==> src/rtl/target_gen_pred.sv <==
// Fetch-stage static target generator and BTFN branch predictor.
// Define TGT_GEN_STATS_EN to add prediction statistics counters.
module target_gen_pred #(
   parameter int XLEN = 32
) (
   input  logic            clk,
   input  logic            rst_n,
   input  logic [XLEN-1:0] pc,
   input  logic [1:0]      sel,
   input  logic            en,
   input  logic [XLEN-1:0] rd1,
   input  logic [XLEN-1:0] imm,
   output logic [XLEN-1:0] target,
   output logic            target_taken,
   output logic [XLEN-1:0] target_q,
   output logic            target_taken_q
`ifdef TGT_GEN_STATS_EN
   ,
   output logic [31:0]     pred_jump_cnt,
   output logic [31:0]     pred_br_taken_cnt,
   output logic [31:0]     pred_br_nt_cnt
`endif
);

   localparam logic [1:0] TGT_GEN_JAL  = 2'b00;
   localparam logic [1:0] TGT_GEN_JALR = 2'b01;
   localparam logic [1:0] TGT_GEN_BR   = 2'b10;

   logic [XLEN-1:0] target_d;
   logic            target_taken_d;

   // Only the selected operand reaches the adder, so a don't-care rd1/imm
   // can never leak into the result.
   always_comb begin
      target_d       = '0;
      target_taken_d = 1'b0;
      if (en) begin
         case (sel)
            TGT_GEN_JAL: begin
               target_d       = pc + imm;
               target_taken_d = 1'b1;
            end
            TGT_GEN_JALR: begin
               target_d       = pc + rd1;
               target_taken_d = 1'b1;
            end
            TGT_GEN_BR: begin
               if (imm[XLEN-1]) begin
                  target_d       = pc + imm;
                  target_taken_d = 1'b1;
               end
            end
            default: begin
               target_d       = '0;
               target_taken_d = 1'b0;
            end
         endcase
      end
   end

   assign target       = target_d;
   assign target_taken = target_taken_d;

   always_ff @(posedge clk or negedge rst_n) begin
      if (!rst_n) begin
         target_q       <= '0;
         target_taken_q <= 1'b0;
      end else begin
         target_q       <= target_d;
         target_taken_q <= target_taken_d;
      end
   end

`ifdef TGT_GEN_STATS_EN
   logic [31:0] pred_jump_cnt_q,     pred_jump_cnt_d;
   logic [31:0] pred_br_taken_cnt_q, pred_br_taken_cnt_d;
   logic [31:0] pred_br_nt_cnt_q,    pred_br_nt_cnt_d;

   always_comb begin
      pred_jump_cnt_d     = pred_jump_cnt_q;
      pred_br_taken_cnt_d = pred_br_taken_cnt_q;
      pred_br_nt_cnt_d    = pred_br_nt_cnt_q;
      if (en) begin
         if (sel == TGT_GEN_JAL || sel == TGT_GEN_JALR)
            pred_jump_cnt_d = pred_jump_cnt_q + 32'd1;
         else if (sel == TGT_GEN_BR) begin
            if (target_taken_d)
               pred_br_taken_cnt_d = pred_br_taken_cnt_q + 32'd1;
            else
               pred_br_nt_cnt_d = pred_br_nt_cnt_q + 32'd1;
         end
      end
   end

   always_ff @(posedge clk or negedge rst_n) begin
      if (!rst_n) begin
         pred_jump_cnt_q     <= '0;
         pred_br_taken_cnt_q <= '0;
         pred_br_nt_cnt_q    <= '0;
      end else begin
         pred_jump_cnt_q     <= pred_jump_cnt_d;
         pred_br_taken_cnt_q <= pred_br_taken_cnt_d;
         pred_br_nt_cnt_q    <= pred_br_nt_cnt_d;
      end
   end

   assign pred_jump_cnt     = pred_jump_cnt_q;
   assign pred_br_taken_cnt = pred_br_taken_cnt_q;
   assign pred_br_nt_cnt    = pred_br_nt_cnt_q;
`endif

endmodule

==> config.mk <==
export PLATFORM = sky130hd
export DESIGN_NAME = target_gen_pred
export DESIGN_NICKNAME = d
export VERILOG_FILES = /design/src/rtl/target_gen_pred.sv
export SDC_FILE = /design/constraint.sdc
export NUM_CORES = 1
export LEC_CHECK = 0
export ABC_CLOCK_PERIOD_IN_PS = 7500
export CORE_ASPECT_RATIO = 2
export CORE_MARGIN = 10
export CORE_UTILIZATION = 45
export CTS_CLUSTER_DIAMETER = 150
export DETAILED_ROUTE_END_ITERATION = 10
export GPL_ROUTABILITY_DRIVEN = 0
export GPL_TIMING_DRIVEN = 0
export MAX_ROUTING_LAYER = met4
export PLACE_DENSITY = 0.81
export SKIP_LAST_GASP = 1
export SYNTH_ARGS = -nofsm -noshare
export SYNTH_HDL_FRONTEND = slang
export SYNTH_SLANG_ARGS = --single-unit
==> constraint.sdc <==
create_clock -name clk -period 7.5 [get_ports clk]
set_clock_uncertainty 0.1 [all_clocks]
set_input_delay 1.5 -clock clk [delete_from_list [all_inputs] [get_ports clk]]
set_output_delay 1.5 -clock clk [all_outputs]
set_load 0.02 [all_outputs]
# Word-level counts from Yosys, hierarchy flattened
# Cells that the tools add are included.
# op_classes
muxes,6
addsub,2
n_reduce_logical,2
n_eq_ne,2
# ops
cell,n
$pmux 32 s3,1
$add 32x32->32,2
$mux 32,2
$eq 2x1->1 const B,1
$eq 2x2->1 const B,1
$logic_not 2->1,1
$mux 1,2
$pmux 1 s2,1
$reduce_or 2->1,1
# word_totals
wordCells,14
input_bits,101
register_bits,33
output_inout_bits,66

# Depth between registers and ports, before layout
# Gate-level depths: netlist of the first run.
# logic_depth
word_depth,4
mapped_depth,12

# Worst setup path after synthesis of the first run
# No wires, ideal clock.
# synth_path
path_type,input port to output port
from,in pc[0]
to,out target[14]
arrival_time_ns,3.788
required_time_ns,5.900
slack_ns,2.112
cell_stages,11
path_cell_list,ha_1 inv_1 fa_1 nor2b_1 o31ai_2 a21oi_1 o31a_2 or2_1 a21oi_1 mux2_1 a31oi_1
# synth_via
elab_chain_len,4
elab_cells_between_ends,5
# synth_lines
element,line,source
start: declaration,8,"input logic [XLEN-1:0] pc,"
$add 32x32->32,"40, 49",
$mux 32,48,if (imm[XLEN-1]) begin
$pmux 32 s3 (*),38,case (sel)
$mux 32 (*),37,if (en) begin
end: declaration,13,"output logic [XLEN-1:0] target,"
# Mark *: on every way between the ends. The rest lies on a longest branch, timed or not.

# Worst setup path in the final report of the first run
# layout_path
from,in pc[0]
to,out target[26]
# Same word-level chain as after synthesis.

==> flow_summary.ini, run 1 <==
[grt]
antenna_found_initial = 0
grt_pass1_vias = 5232
grtUsageTotal_pct = 24.5
grt_overflow = 0
grtUsageMet1_pct = 21.3
grt_pass1_wl_mm = 27.7
grt_max_degree = 34
gr-usage-met3_pct = 3.71
met2_usage_pct = 47.3
grt-busiest-layer = met2

[detailed_routing]
vias = 5050
wirelength_mm = 18.1
drt_iter0_drc = 270
routedWlPerCell_um = 21.4
drc_errors = 0
vias_per_cell = 5.98
ant_nets = 0
first_pass_iters = 5

[placement]
io_buffer_count = 166
dp.cells = 836
dpl_worst_slack_ps = 599
dp_hpwl_mm = 15.2

[layout]
postLayoutCoreUtil_pct = 66.4
final_nets = 876
final_cells = 844
layout.cells.most_common = clkdlybuf4s50_1
final_cell_mix = 165 x clkdlybuf4s50_1, 62 x ha_1, 51 x a21oi_1
nFillCells = 846
syn_to_final_growth_pct = 45.5
antenna_cells = 0
layout-drive-gt1-share_pct = 4.21

[run_status]
status = finished clean

[synthesis]
syn-instance-count = 538
dominantRegCellSynth = dfrtp_1
ys_async_sr_fraction_pct = 100
syn_avg_cell_area_um2 = 8.23
synth_nets = 703
yosysWarnings = 0
ys_seq_elements = 33
yosysSeqAreaShare_pct = 18.7
syn-cell-area_um2 = 4430
yosysUniqueCellTypes = 63
synth-edff-count = 0

[setup_path]
start_kind = input pin
endpoint_kind = primary output
cp_max_fo = 4
critical-path-slowest-cell = clkdlybuf4s50_1
crit_chain = clkdlybuf4s50_1 > ha_1 > inv_1 > fa_1 > nor2b_1 > o2111ai_1 > a21boi_1 > a211oi_2 > a21o_1 > nor3_1 > nor4_1 > nor3_1 > o21bai_1 > clkdlybuf4s50_1
crit_required_ps = 5900
arrival_ps = 5330
cp.buffers_inverters = 3
slowest_delay_ps = 680
cp_top_family = buffers and inverters
critical_path_class = in2out
critPathLaunch = pc[0]

[clocking]
clock_sinks = 33
cts_tree = done
hold_buffers = 0
cts_made_buffers = 5
cts_root_buffer = clkbuf_16
cts_resized = 0
htree_levels = 2
clock_path_buffers = 2
cts_setup_buffers = 0
clk_pin_slew_ps = 60

[pwr]
power.density_nw_per_um2 = 156
power_frac_comb_pct = 52.8
clockPowerShare_pct = 27.6
p_leak_nw = 2.74
p_sw_share_pct = 38.1
p_switching_mw = 0.382
cellInternalPower_mw = 0.621
vdd_drop_max_uv = 129
p_seq_share_pct = 19.6

[floorplanning]
rows = 51
start_util_pct = 45.6
die-area_um2 = 14400
ios = 167
coreArea_um2 = 9700
die_x_um = 90.1
dieHeight_um = 160

[timing]
tightest_slew_ps = 794
period_needed_ps = 6930
fin_tns_setup_ps = 0
setup_viol = 0
timing.fmax_mhz = 144
holdWs_ps = 1200
slew_headroom_pct = 47.1
setup_ws_ps = 566
maxSlewViolCount = 0
finalCritPeriodShare_pct = 92.5
finalHoldViolCount = 0
rsz0062_at_grt = false

[worst_hold_path]
hp-class = in2async

[flow_run]
drv_cap = 0
## sequential cells by signal, summed over array words and instances, names as in the netlist
| register | flops |
|---|---|
| target_q | 32 |
| target_taken_q | 1 |
## final cells by class
class,count,area [um2],share of cell area [%]
Clock buffer,5,125,1.94
Sequential cell,33,826,12.8
Buffer,15,65.1,1.01
Inverter,17,63.8,0.990
Multi-Input combinational cell,473,3470,53.9
Clock inverter,3,68.8,1.07
Tap cell,132,165,2.56
Timing Repair Buffer,166,1660,25.7
## per-layer routing
layer | vias up | routed length (um)
li1 | 2367 | -
met1 | 2340 | 5930
met2 | 269 | 10200
met3 | 74 | 952
met4 | 0 | 1030
met5 | - | 0
## power by group through the flow
stage                     Combinational, mW  Sequential, mW  Clock (mW)
after CTS                             0.522           0.197       0.277
after global routing                  0.566           0.198       0.284
after detailed placement              0.518           0.200           0
after global placement                0.508           0.199           0
final                                 0.530           0.196       0.277
after floorplan                       0.295           0.219           0
## final timing paths
| check | cells after the start | to |
|---|---|---|
| setup / recovery | 14 | target[26] |
| hold / removal | 1 | target_q[17]$_DFF_PN0_ |
| max in group asynchronous | 1 | target_q[24]$_DFF_PN0_ |
| min in group clk | 3 | target_taken_q$_DFF_PN0_ |
## synthesized netlist by cell type (3+ instances only)
library cell  number  area [um2]
o21ai_0           19        95.1
and4_1             3        26.3
a21oi_1           51         255
ha_1              62         776
xor2_1            24         210
a311oi_1           3        26.3
nor2_1            40         150
o211ai_1           3        22.5
xnor2_1           35         307
nand2_1           42         158
nand2b_1           4        25.0
o22ai_1           16         100
o21ai_1           14        70.1
a21o_1            24         180
a22oi_1           13        97.6
nand3_1           15        75.1
nand4_1            6        37.5
dfrtp_1           33         826
o21a_1             5        37.5
clkbuf_1          12        45.0
nor2b_1            5        31.3
a211oi_1           3        22.5
a31oi_1           13        81.3
and2_1             7        43.8
o21bai_1           6        45.0
and3_1             7        43.8
o31ai_1            6        45.0
nor3_1             6        30.0
o31a_1             3        26.3
inv_1             17        63.8
## stage by stage
stage / power, mW / cell area (um2)
floorplan: 0.514 / 4430
global placement: 0.708 / 6250
detailed placement: 0.718 / 6250
CTS: 0.995 / 6440
global route: 1.05 / 6440
finish: 1.00 / 6440
## logic make-up (layout without fill, tap and decap cells)
family	count (synthesis)	after routing	synth area share, %
adder cells (fa/ha/maj)	64	64	18.4
AND/OR/NAND/NOR	141	141	14.9
flip-flops	33	33	18.7
XOR/XNOR	59	59	11.7
multiplexers	1	1	0.254
buffers and inverters	32	206	2.91
AO/OA/AOI/OAI	208	208	33.2
Note: power is estimated with default switching activity, not from simulation.
==> run 2: changes to the inputs <==
Settings changed: HOLD_SLACK_MARGIN set to 0.02.
==> results of run 2 <==
Final layout, timing and power as in run 1 (identical DEF).
